--- src/rtl/score_display.sv ---
// score_display
//   Shows two 5-bit player scores (0..31) as two decimal digits each on a
//   4-digit common-anode 7-segment display. P1 takes the left two digits
//   and P2 the right two. After a score changes, that player's digits blink
//   for BLINK_LEN clocks.
//
// Ports
//   clk       system clock
//   reset     asynchronous, active-high
//   score_p1  player-1 score, binary 0..31
//   score_p2  player-2 score, binary 0..31
//   seg       segments {g,f,e,d,c,b,a}, active-low, registered
//   an        digit enables, active-low, an[3] leftmost, registered
//   dp        decimal point, active-low, always off
module score_display #(
   parameter int REFRESH_DIV  = 100000,
   parameter int BLINK_TOGGLE = 12500000,
   parameter int BLINK_LEN    = 50000000
) (
   input  logic       clk,
   input  logic       reset,
   input  logic [4:0] score_p1,
   input  logic [4:0] score_p2,
   output logic [6:0] seg,
   output logic [3:0] an,
   output logic       dp
);

   localparam int RW = (REFRESH_DIV  > 1) ? $clog2(REFRESH_DIV)  : 1;
   localparam int PW = (BLINK_TOGGLE > 1) ? $clog2(BLINK_TOGGLE) : 1;
   localparam int BW = $clog2(BLINK_LEN + 1);

   localparam logic [RW-1:0] REF_LAST   = RW'(REFRESH_DIV - 1);
   localparam logic [PW-1:0] PHASE_LAST = PW'(BLINK_TOGGLE - 1);
   localparam logic [BW-1:0] BLINK_LOAD = BW'(BLINK_LEN);

   logic [4:0]    s1, s2, p1, p2;
   logic [BW-1:0] blink1, blink2;
   logic [PW-1:0] phase_cnt;
   logic          phase;
   logic [RW-1:0] ref_cnt;
   logic [1:0]    idx;

   // Decimal split of a 0..31 value.
   function automatic logic [1:0] tens_of(input logic [4:0] v);
      if (v >= 5'd30)      return 2'd3;
      else if (v >= 5'd20) return 2'd2;
      else if (v >= 5'd10) return 2'd1;
      else                 return 2'd0;
   endfunction

   function automatic logic [3:0] ones_of(input logic [4:0] v);
      logic [4:0] r;
      case (tens_of(v))
         2'd3:    r = v - 5'd30;
         2'd2:    r = v - 5'd20;
         2'd1:    r = v - 5'd10;
         default: r = v;
      endcase
      return r[3:0];
   endfunction

   // Active-low {g,f,e,d,c,b,a}.
   function automatic logic [6:0] enc(input logic [3:0] d);
      case (d)
         4'd0:    return 7'b1000000;
         4'd1:    return 7'b1111001;
         4'd2:    return 7'b0100100;
         4'd3:    return 7'b0110000;
         4'd4:    return 7'b0011001;
         4'd5:    return 7'b0010010;
         4'd6:    return 7'b0000010;
         4'd7:    return 7'b1111000;
         4'd8:    return 7'b0000000;
         4'd9:    return 7'b0010000;
         default: return 7'b1111111;
      endcase
   endfunction

   // Digit and enable for the current slot; BCD comes straight off the
   // sampled scores so input-to-seg latency is two clocks.
   logic [3:0] digit;
   logic [3:0] an_slot;
   logic       blank;

   always_comb begin
      digit   = 4'd0;
      an_slot = 4'b1111;
      blank   = 1'b0;
      case (idx)
         2'd0: begin
            digit   = ones_of(s2);
            an_slot = 4'b1110;
            blank   = (blink2 != '0) && phase;
         end
         2'd1: begin
            digit   = {2'b00, tens_of(s2)};
            an_slot = 4'b1101;
            blank   = (blink2 != '0) && phase;
         end
         2'd2: begin
            digit   = ones_of(s1);
            an_slot = 4'b1011;
            blank   = (blink1 != '0) && phase;
         end
         default: begin
            digit   = {2'b00, tens_of(s1)};
            an_slot = 4'b0111;
            blank   = (blink1 != '0) && phase;
         end
      endcase
   end

   always_ff @(posedge clk or posedge reset) begin
      if (reset) begin
         s1        <= '0;
         s2        <= '0;
         p1        <= '0;
         p2        <= '0;
         blink1    <= '0;
         blink2    <= '0;
         phase_cnt <= '0;
         phase     <= 1'b0;
         ref_cnt   <= '0;
         idx       <= 2'd0;
         seg       <= 7'b1111111;
         an        <= 4'b1111;
      end else begin
         s1 <= score_p1;
         s2 <= score_p2;
         p1 <= s1;
         p2 <= s2;

         // A change (re)starts the blink; otherwise count down to idle.
         if (s1 != p1)          blink1 <= BLINK_LOAD;
         else if (blink1 != '0) blink1 <= blink1 - 1'b1;
         if (s2 != p2)          blink2 <= BLINK_LOAD;
         else if (blink2 != '0) blink2 <= blink2 - 1'b1;

         if (phase_cnt == PHASE_LAST) begin
            phase_cnt <= '0;
            phase     <= ~phase;
         end else begin
            phase_cnt <= phase_cnt + 1'b1;
         end

         if (ref_cnt == REF_LAST) begin
            ref_cnt <= '0;
            idx     <= idx + 2'd1;
         end else begin
            ref_cnt <= ref_cnt + 1'b1;
         end

         seg <= blank ? 7'b1111111 : enc(digit);
         an  <= blank ? 4'b1111    : an_slot;
      end
   end

   assign dp = 1'b1;

endmodule

--- config.mk ---
export PLATFORM = sky130hd
export DESIGN_NAME = score_display
export DESIGN_NICKNAME = d
export VERILOG_FILES = /design/src/rtl/score_display.sv
export SDC_FILE = /design/constraint.sdc
export NUM_CORES = 1
export LEC_CHECK = 0
export ABC_AREA = 1
export ABC_CLOCK_PERIOD_IN_PS = 4250
export CELL_PAD_IN_SITES_DETAIL_PLACEMENT = 0
export CELL_PAD_IN_SITES_GLOBAL_PLACEMENT = 1
export CORE_MARGIN = 2
export CORE_UTILIZATION = 30
export CTS_CLUSTER_DIAMETER = 120
export DETAILED_ROUTE_END_ITERATION = 8
export DONT_BUFFER_PORTS = 1
export PLACE_DENSITY_LB_ADDON = 0.3
export SLEW_MARGIN = 20
export SYNTH_ARGS = -nofsm -noshare
export SYNTH_HDL_FRONTEND = slang
export SYNTH_SLANG_ARGS = --single-unit
--- constraint.sdc ---
create_clock -name clk -period 4.25 [get_ports clk]
set_clock_uncertainty 0.05 [all_clocks]
set_input_delay 0.85 -clock clk [delete_from_list [all_inputs] [get_ports clk]]
set_output_delay 0.85 -clock clk [all_outputs]
set_load 0.03 [all_outputs]
# ---- Word level (Yosys, flattened, before mapping)
# Memory sizes are Yosys's and may differ from the RTL's.
# Index checks and enable logic that the tools add are counted.
dict set report totals {
  mem_bits_rw 0
  n_memories 1
  reg_bits 127
  output_inout_bits 12
  word_cells 72
  latch_bits 0
  mem_bits_ro 112
}
# name depth word_bits rd rd_ports_with_merged_regs write_ports line_no
set mem_list {}
lappend mem_list {{(name not given)} 16 7 1 0 0 65} ;# case (d)
dict set report classes {
  mul 0
  n_addsub 11
  mux 21
  div 0
  eq_ne 12
  reduce_logical 8
  bitwise_logic 1
  magnitude_cmp 6
  shifts 0
}
# operator n
set op_table {}
lappend op_table {{two-way mux 26 bit} 4}
lappend op_table {{nonzero test 26 bit} 2}
lappend op_table {{subtractor 26 x 1 -> 26 bit (second input constant)} 2}
lappend op_table {{case mux 4 bit (3 select lines)} 4}
lappend op_table {{adder 24 x 1 -> 24 bit (second input constant)} 1}
lappend op_table {{== test 24 bit (second input constant)} 1}
lappend op_table {{two-way mux 24 bit} 1}
lappend op_table {{>= comparator 5 bit (second input constant)} 4}
lappend op_table {{adder 17 x 1 -> 17 bit (second input constant)} 1}
lappend op_table {{== test 17 bit (second input constant)} 1}
lappend op_table {{two-way mux 17 bit} 1}
lappend op_table {{subtractor 4 bit (second input constant)} 4}
lappend op_table {{two-way mux 2 bit} 6}
lappend op_table {{== test 2 bit (second input constant)} 5}
lappend op_table {{>= comparator 5 x 4 -> 1 bit (second input constant)} 2}
lappend op_table {{!= test 5 bit} 2}
lappend op_table {{subtractor 4 x 3 -> 4 bit (second input constant)} 2}
lappend op_table {{two-way mux 7 bit} 1}
lappend op_table {{== test 2 x 1 -> 1 bit (second input constant)} 3}
lappend op_table {{two-way mux 4 bit} 1}
lappend op_table {{nonzero test 2 bit} 2}
lappend op_table {{two-way mux 1 bit} 3}
lappend op_table {{adder 2 x 1 -> 2 bit (second input constant)} 1}
lappend op_table {{logical AND 1 bit} 2}
lappend op_table {{3 further kinds} 3}

# ---- Depth between registers and ports, before layout
# Gate-level depths: netlist (run 1).
# An unclocked memory read counts as a cell.
dict set report logic_depth {
  ltp_word 10
  depth_mapped 16
  depth_no_buf 16
}

# ---- Worst setup path before layout (run 1)
# No wires, ideal clock.
dict set report synth_path {
  path_kind {register to register}
  start {register s2[2]}
  end {register seg[6]}
  path_buffers 0
  stages_incl_launch_ff 16
  period_less_slack_ps 2192
  setup_slack_ps 2058
  arrival_ps 2056
  cell_sequence {dfrtp_1 > ha_1 > nand2_1 > nand2_1 > nand3_1 > nand2_1 > nor2_1 > fa_1 > inv_1 > nand2_1 > nand3_1 > nand2_2 > nand2_2 > nand2_2 > nand2_4 > nand3_1}
}
dict set report synth_via {
  elab_chain_len 10
}
# item line_no
set synth_rtl {}
lappend synth_rtl {{start, declared} 37} ;# logic [4:0] s1, s2, p1, p2;
lappend synth_rtl {{start signal, assigned} 130} ;# s2 <= score_p2;
lappend synth_rtl {{>= comparator 5 x 4 -> 1 bit} 48} ;# else if (v >= 5'd10) return 2'd1;
lappend synth_rtl {{two-way mux 1 bit} 48}
lappend synth_rtl {{two-way mux 2 bit} 47} ;# else if (v >= 5'd20) return 2'd2;
lappend synth_rtl {{two-way mux 2 bit} 46} ;# if (v >= 5'd30) return 2'd3;
lappend synth_rtl {{two-way mux 2 bit} 90} ;# case (idx)
lappend synth_rtl {{== test 2 x 1 -> 1 bit or == test 2 bit (tied branches)} 54} ;# case (tens_of(v))
lappend synth_rtl {{case mux 4 bit (3 select lines)} 54}
lappend synth_rtl {{case mux 4 bit (3 select lines) *} 90}
lappend synth_rtl {{memory (16 x 7 bit) *} --}
lappend synth_rtl {{two-way mux 7 bit *} 154} ;# seg <= blank ? 7'b1111111 : enc(digit);
lappend synth_rtl {{end signal, assigned} 154}
lappend synth_rtl {{end, declared} 24} ;# output logic [6:0] seg,
# Every way passes the cells marked *; elsewhere a longest branch is shown, timed or not. The select of a mux whose other input is x is not followed.
# A chain may end at the register's enable or synchronous reset.

# ---- Final worst setup path (run 1)
dict set report layout_path {
  start {register s1[3]}
  end {register seg[6]}
}
dict set report layout_via {
  elab_chain_len 10
}
# item line_no
set layout_rtl {}
lappend layout_rtl {{start, declared} 37}
lappend layout_rtl {{start signal, assigned} 129} ;# s1 <= score_p1;
lappend layout_rtl {{>= comparator 5 x 4 -> 1 bit} 48}
lappend layout_rtl {{two-way mux 1 bit} 48}
lappend layout_rtl {{two-way mux 2 bit} 47}
lappend layout_rtl {{two-way mux 2 bit} 46}
lappend layout_rtl {{two-way mux 2 bit} 90}
lappend layout_rtl {{== test 2 x 1 -> 1 bit or == test 2 bit (tied branches)} 54}
lappend layout_rtl {{case mux 4 bit (3 select lines)} 54}
lappend layout_rtl {{case mux 4 bit (3 select lines) *} 90}
lappend layout_rtl {{memory (16 x 7 bit) *} --}
lappend layout_rtl {{two-way mux 7 bit *} 154}
# Marks and branches as above.

==> key figures, run 1 <==
Outcome
  – Outcome: finished, final reports clean

Run
  – Max cap viols: 0

Synthesis
  – Syn_area_per_cell: 8.01 sq um
  – Synth Flop Type: dfrtp_1
  – Top cells by area, synth: dfrtp_1 40%, nand2_1 8.9%, inv_1 6.5%
  – #FFs+latches synth: 127
  – Number of synthesized flops with an enable pin: 0
  – Yosys top cell by area: dfrtp_1
  – Syn Inst Count: 908
  – Yosys cell types: 49
  – Synthesis warning total: 0
  – Top cell type's share of synthesized area: 39.9%
  – Sequential share of the synthesized area: 43.9%
  – Syn_nets: 939
  – Async SR Flop Fraction: 100%
  – Mapped Area: 7270 sq um

STA
  – Final worst path period need: 2.56 ns
  – Setup violators final: 0
  – RSZ-0062 raised after global routing: false
  – Final-report max-slew violation count: 0
  – Pin slew with the least headroom to its limit: 0.758 ns
  – WHS: 0.375 ns
  – Crit share post-route: 60.3%
  – Fmax: 390 MHz
  – Setup TNS: 0 ns
  – Endpoints failing hold: 0
  – Worst slew margin: 49.5%

GRT
  – Vias in the first global route: 5616
  – Initial antenna violation count: 0
  – GRT Overall Usage: 13.7%
  – GRT overflow: 0
  – Largest net degree at the start of global routing: 128
  – First-pass GRT wire length: 28200 um

Pwr
  – Net Switching: 0.784 mW
  – Clock power frac: 48.9%
  – P_int: 2.22 mW
  – Flop pwr share: 44.2%
  – Maximum vdd drop: 0.200 mV
  – Lkg Pwr: 3.70 nW
  – Logic gate share of total power: 6.9%
  – Cell Pwr Density: 364 nW/um^2
  – Switching share of total power: 26.1%

Setup path
  – Crit Path Max Fanout: 10
  – CP endpoint kind: flip-flop
  – CP Launch Type: flip-flop
  – Crit-path leading delay family: simple AND/OR/NAND/NOR gates
  – WP buf/inv: 0
  – Data arrival, critical path: 2.82 ns
  – Worst setup path category: flip-flop to flip-flop
  – Slowest cell on the critical path: dfrtp_1
  – CP Data Required Time: 4.51 ns
  – Max stage delay on crit path: 0.53 ns
  – CP Cell Sequence: ha_1 > nand3_1 > nand2_1 > nand2_1 > nand2_1 > nand2_1 > fa_1 > nand3_1 > nand3_1 > nand2_2 > nand2_2 > nand2_2 > nand2_4 > nand3_1

Placed design
  – # port buffers: 0
  – Final GP Congestion: 0.836
  – Dpl hpwl: 11900 um

Clock network
  – CTS resizes: 0
  – Number of setup buffers added after CTS: 0
  – CTS max path bufs: 2
  – CTS buffer count: 17
  – H-tree lvl count: 4
  – CTS tree: yes
  – CTS Hold Bufs: 0
  – CTS Sinks: 127
  – Clk pin slew, worst setup/hold paths: 0.06 ns
  – Later-pin clock latency in the skew report: 0.42 ns
  – Clock root buffer: clkbuf_16

Worst hold path
  – Worst hold path class: input port to async pin

Layout
  – Synthesis-to-layout area growth: 13.4%
  – Ant diodes: 0
  – Share of cells above drive strength 1: 12.6%
  – Final Util: 34.9%
  – Nets: 952

Drt
  – DRC viols: 0
  – Routed via count: 5566
  – DRT iter0 DRCs: 286
  – Final wirelength: 16500 um
  – DRT antenna net count: 0
  – Routed length per placed instance: 13.2 um
  – DR pass1 iterations: 4
  – DR vias/cell: 4.44

Floorplanning
  – Chip Height: 160 um
  – Initial Util: 30.8%
  – Die width: 160 um
  – Die area: 25500 sq um
  – Core area: 23600 sq um
  – Top-Level Pins: 24
  – Row count: 56
==> routing by layer <==
layer | vias to the layer above | track usage [%] | routed length, um
met4 | 0 | 4.67 | 225
met5 | - | 0 | 0
li1 | 2928 | - | -
met1 | 2576 | 18.9 | 8480
met3 | 15 | 2.60 | 355
met2 | 47 | 21.7 | 7450
==> cell families after synthesis <==
| kind of cell | share of synthesized area (%) |
|---|---|
| simple gates | 32.7 |
| buf+inv | 7.59 |
| flops | 43.9 |
| compound gates | 5.52 |
| xor+xnor | 6.74 |
| fa+ha+maj | 3.47 |
| other cells | 0.0516 |
==> path summary, 6_finish.rpt <==
path	cells past startpoint	slack, ns	end	startpoint
setup reg to reg	14	1.69	seg[6]	s1[3]
min in group clk	0	0.40	s2[0]	score_p2[0]
hold reg to reg	1	0.41	ref_cnt[0]	ref_cnt[0]
hold / removal	2	0.38	blink1[15]	reset
setup / recovery	14	1.69	seg[6]	s1[3]
max in group asynchronous	2	3.15	ref_cnt[6]	reset
==> stage by stage <==
stage / cells / area (sq um) / power [mW] / setup WS (ns)
after global routing: 1253 / 8250 / 3.14 / 1.46
after global placement: 1221 / 7660 / 1.56 / 1.76
final: 1253 / 8250 / 3.01 / 1.69
after detailed placement: 1221 / 7660 / 1.56 / 1.69
after floorplan: 908 / 7280 / 1.50 / 1.79
after CTS: 1253 / 8250 / 3.06 / 1.68
==> cell usage in the layout, fill, tap and decap left out, types with 2 or more instances in the layout <==
cell and instances:
nand2_1 173, ha_1 17, clkbuf_16 17, or2_2 3
dfrtp_1 116, nand3_2 9, nand2_2 13, inv_1 125
nand2_4 2, o21ai_1 3, nor2_1 126, inv_2 10
nand4_1 18, dfstp_2 11, nand3b_1 7, nand3_1 57
xor2_1 43, xnor2_1 13, clkinv_2 3, bufinv_16 2
clkinvlp_4 3, clkinv_4 2, a21oi_1 34, o22ai_1 2
fa_1 2, o21ai_0 21, nor3_1 37, nor2_4 10
clkbuf_8 2, nor4_1 7, o211ai_1 3, inv_6 3
nor4_2 2, nor3_2 3, nor2_2 16
==> worst reg2reg max path, delay by kind of cell, from the launching register on <==
kind                       cells  cell delay [ns]
and+or+nand+nor               12             1.17
adders and majority gates      2             0.70
DFF                            1             0.53
==> sequential cells by signal, indices dropped and copies added (netlist names) <==
register   count
s2             5
phase          1
s1             5
blink1        26
idx            2
seg            7
p2             5
ref_cnt       17
an             4
phase_cnt     24
blink2        26
p1             5
==> synth_stat cells (2+ instances only) <==
master and instances:
inv_2 10, dfrtp_1 116, xnor2_1 13, a21oi_1 34
nand2_4 2, o22ai_1 2, buf_2 3, o211ai_1 3
nor3_2 3, or2_2 3, nor4_2 2, ha_1 17
nor2_4 10, nand4_1 18, o21ai_0 21, nor2_1 126
fa_1 2, nor2_2 16, nand3_2 9, inv_1 126
nor4_1 7, dfstp_2 11, nand2_1 173, nand3_1 57
xor2_1 43, nand3b_1 7, o21ai_1 3, nor3_1 37
clkbuf_1 2, nand2_2 13
==> power groups by stage <==
stage / clock, mW / sequential [mW] / combinational, mW
4_1_cts: 1.52 / 1.33 / 0.213
5_1_grt: 1.57 / 1.33 / 0.244
2_1_floorplan: 0 / 1.33 / 0.173
6_report: 1.47 / 1.33 / 0.209
3_3_place_gp: 0 / 1.35 / 0.212
3_5_place_dp: 0 / 1.35 / 0.212
==> final cells by class <==
cell class	count	area (sq um)
multi-input cells	638	3530
repair buffers	1	20.0
flip-flops and latches	127	3190
inverters	136	514
clock inverters	12	134
well taps	319	399
clock buffers	20	457
fillers	2523	15400
Note: power is estimated with default switching activity, not from simulation.
==> run 2: changes to the inputs <==
ABC_CLOCK_PERIOD_IN_PS = 2600   (was 4250)
clock period = 2.6 ns   (was 4.25 ns; I/O delays follow)
==> run 2 against run 1 <==
Worst hold slack lost 0.30 ns. Critical path type unchanged. Clock power grew 76%. Highest routed layer unchanged. Non-clock buffer count grew 14. Cell count grew 1.1%. Register-to-register slack lost 1.4 ns. Worst setup slack lost 1.4 ns. Wire length grew 0.26%. Critical endpoint unchanged.
==> key figures, run 2 (synthesis gave the netlist of run 1 again) <==
Clock network
  – H-tree lvl count: 4 (unchanged)
  – CTS tree: yes (unchanged)
  – Clk pin slew, worst setup/hold paths: 0.06 ns (about the same)
  – Clock root buffer: clkbuf_16 (unchanged)
  – Later-pin clock latency in the skew report: 0.42 ns (about the same)
  – CTS Sinks: 127 (unchanged)
  – CTS max path bufs: 2 (unchanged)
  – CTS buffer count: 17 (unchanged)

Layout
  – Fillers: 2476 (was 2523)
  – Count of non-filler cells in the finished layout: 1267 (was 1253)
  – Synthesis-to-layout area growth: 15.9% (was 13.4%)
  – Commonest non-fill, non-tap cell in the layout: nand2_1 (unchanged)
  – Design area: 8430 sq um (was 8250 sq um)
  – Top Registers: blink1 x26, blink2 x26, phase_cnt x24 (unchanged)
  – Nets: 966 (was 952)
  – Ant diodes: 0 (unchanged)
  – Most frequent cells in the layout: 171 x nand2_1, 126 x nor2_1, 125 x inv_1, 112 x dfrtp_1, 57 x nand3_1 (was 173 x nand2_1, 126 x nor2_1, 125 x inv_1, 116 x dfrtp_1, 57 x nand3_1)
  – Final Util: 35.7% (was 34.9%)
  – Share of cells above drive strength 1: 14.7% (was 12.6%)

STA
  – Setup TNS: 0 ns (unchanged)
  – Setup violators final: 0 (unchanged)
  – Endpoints failing hold: 0 (unchanged)
  – Fmax: 425 MHz (was 390 MHz)
  – Final-report max-slew violation count: 0 (unchanged)
  – Slack of the critical path: 0.247 ns (was 1.69 ns)
  – RSZ-0062 raised after global routing: false (unchanged)
  – Worst slew margin: 63.1% (was 49.5%)
  – Pin slew with the least headroom to its limit: 0.551 ns (was 0.758 ns)
  – Crit share post-route: 90.5% (was 60.3%)
  – Final worst path period need: 2.35 ns (was 2.56 ns)
  – WHS: 0.0716 ns (was 0.375 ns)

GRT
  – GRT overflow: 0 (unchanged)
  – First-pass GRT wire length: 28800 um (was 28200 um)
  – Largest net degree at the start of global routing: 49 (was 128)
  – GRT Overall Usage: 13.9% (was 13.7%)
  – Vias in the first global route: 5686 (was 5616)
  – Initial antenna violation count: 0 (unchanged)

Drt
  – Final wirelength: 16600 um (was 16500 um)
  – DRC viols: 0 (unchanged)
  – DR pass1 iterations: 5 (was 4)
  – Routed via count: 5686 (was 5566)
  – DRT antenna net count: 0 (unchanged)
  – DRT iter0 DRCs: 265 (was 286)
  – Routed length per placed instance: 13.1 um (was 13.2 um)
  – DR vias/cell: 4.49 (was 4.44)

Floorplanning
  – Core area: 23600 sq um (unchanged)
  – Initial Util: 30.8% (unchanged)
  – Top-Level Pins: 24 (unchanged)
  – Chip Height: 160 um (unchanged)
  – Die width: 160 um (unchanged)
  – Row count: 56 (unchanged)
  – Die area: 25500 sq um (unchanged)

Worst hold path
  – HP Start: score_p2[3]
  – Worst hold path class: input port to flip-flop (was input port to async pin)

Pwr
  – Maximum vdd drop: 0.357 mV (was 0.200 mV)
  – Lkg Pwr: 3.79 nW (was 3.70 nW)
  – Cell Pwr Density: 606 nW/um^2 (was 364 nW/um^2)
  – PnR Total Power: 5.11 mW (was 3.01 mW)

Setup path
  – Max stage delay on crit path: 0.49 ns (was 0.53 ns)
  – Slowest cell on the critical path: fa_1 (was dfrtp_1)
  – CP Cell Sequence: ha_1 > nand3_1 > nand2_2 > nand2_1 > nand2_1 > nand2_1 > fa_1 > nand3_1 > nand3_1 > nand2_2 > nand2_2 > nand2_2 > nand2_4 > nand3_1 (was ha_1 > nand3_1 > nand2_1 > nand2_1 > nand2_1 > nand2_1 > fa_1 > nand3_1 > nand3_1 > nand2_2 > nand2_2 > nand2_2 > nand2_4 > nand3_1)
  – Crit Path Max Fanout: 6 (was 10)
  – Worst setup path category: flip-flop to flip-flop (unchanged)
  – CP Launch Type: flip-flop (unchanged)
  – CP endpoint kind: flip-flop (unchanged)
  – Critical Path Start: s1[3] (unchanged)
  – Reg2Reg Launch Point: s1[3] (unchanged)
  – Data arrival, critical path: 2.63 ns (was 2.82 ns)
  – CP Data Required Time: 2.88 ns (was 4.51 ns)

Placed design
  – Dpl hpwl: 12500 um (was 11900 um)
  – Placed Cells: 1233 (was 1221)
  – Final GP Congestion: 0.826 (was 0.836)
  – # port buffers: 0 (unchanged)
  – Post-Place Worst Slack: 0.159 ns (was 1.69 ns)
  – Post-DP Area: 7760 sq um (was 7660 sq um)

Run
  – Max cap viols: 0 (unchanged)

Outcome
  – Outcome: finished, final reports clean (unchanged)
run 2: changes by cell type in the layout (fill, tap and decap cells not counted), sizes merged:
cell	before	now
bufinv	2	4
inv	138	139
clkinvlp	3	2
buf	1	14
clkinv	5	6
dlygate4sd3	0	1
clkbuf	20	17
run 2: what timing repair did:
action | in CTS | in global routing
endpoints found under the hold margin | 13 | 0
setup endpoints to repair | 0 | 7
resized for setup | 0 | 8
setup buffers | 0 | 1
hold buffers | 1 | 0
run 2: cell type report:
class                      instances  area (sq um)  area share (%)
timing repair buffer              15           140            1.66
tap                              319           399            4.74
multi-input combinational        638          3540            42.1
clock buffer                      17           425            5.05
inverter                         136           514            6.10
clock inverter                    15           208            2.46
sequential                       127          3200            37.9
run 2: final timing paths:
kind	cells past startpoint	slack (ns)	end
worst max-delay path	14	0.25	seg[6]
worst min-delay path	0	0.07	s2[3]
worst max register to register	14	0.25	seg[6]
worst min register to register	1	0.41	ref_cnt[0]
max in group asynchronous	3	1.31	blink2[24]
min in group asynchronous	2	0.53	blink1[23]
run 2: worst max-delay path: cells and delay by family, from the launching register on:
family / cells / cell delay [ns]
adders and majority gates: 2 / 0.64
and+or+nand+nor: 12 / 1.16
DFF: 1 / 0.40
run 2: power by group:
group          internal (mW)  switching [mW]  total [mW]
clock network           1.62           0.960        2.58
registers               2.05           0.114        2.17
logic                  0.122           0.239       0.361
total                   3.79            1.31        5.11
run 2: metal layers:
layer	global-route usage, %	share of wire (%)
met1	18.9	50
met2	22.3	46
met3	2.86	3.0
met4	4.59	1.4
met5	0	0
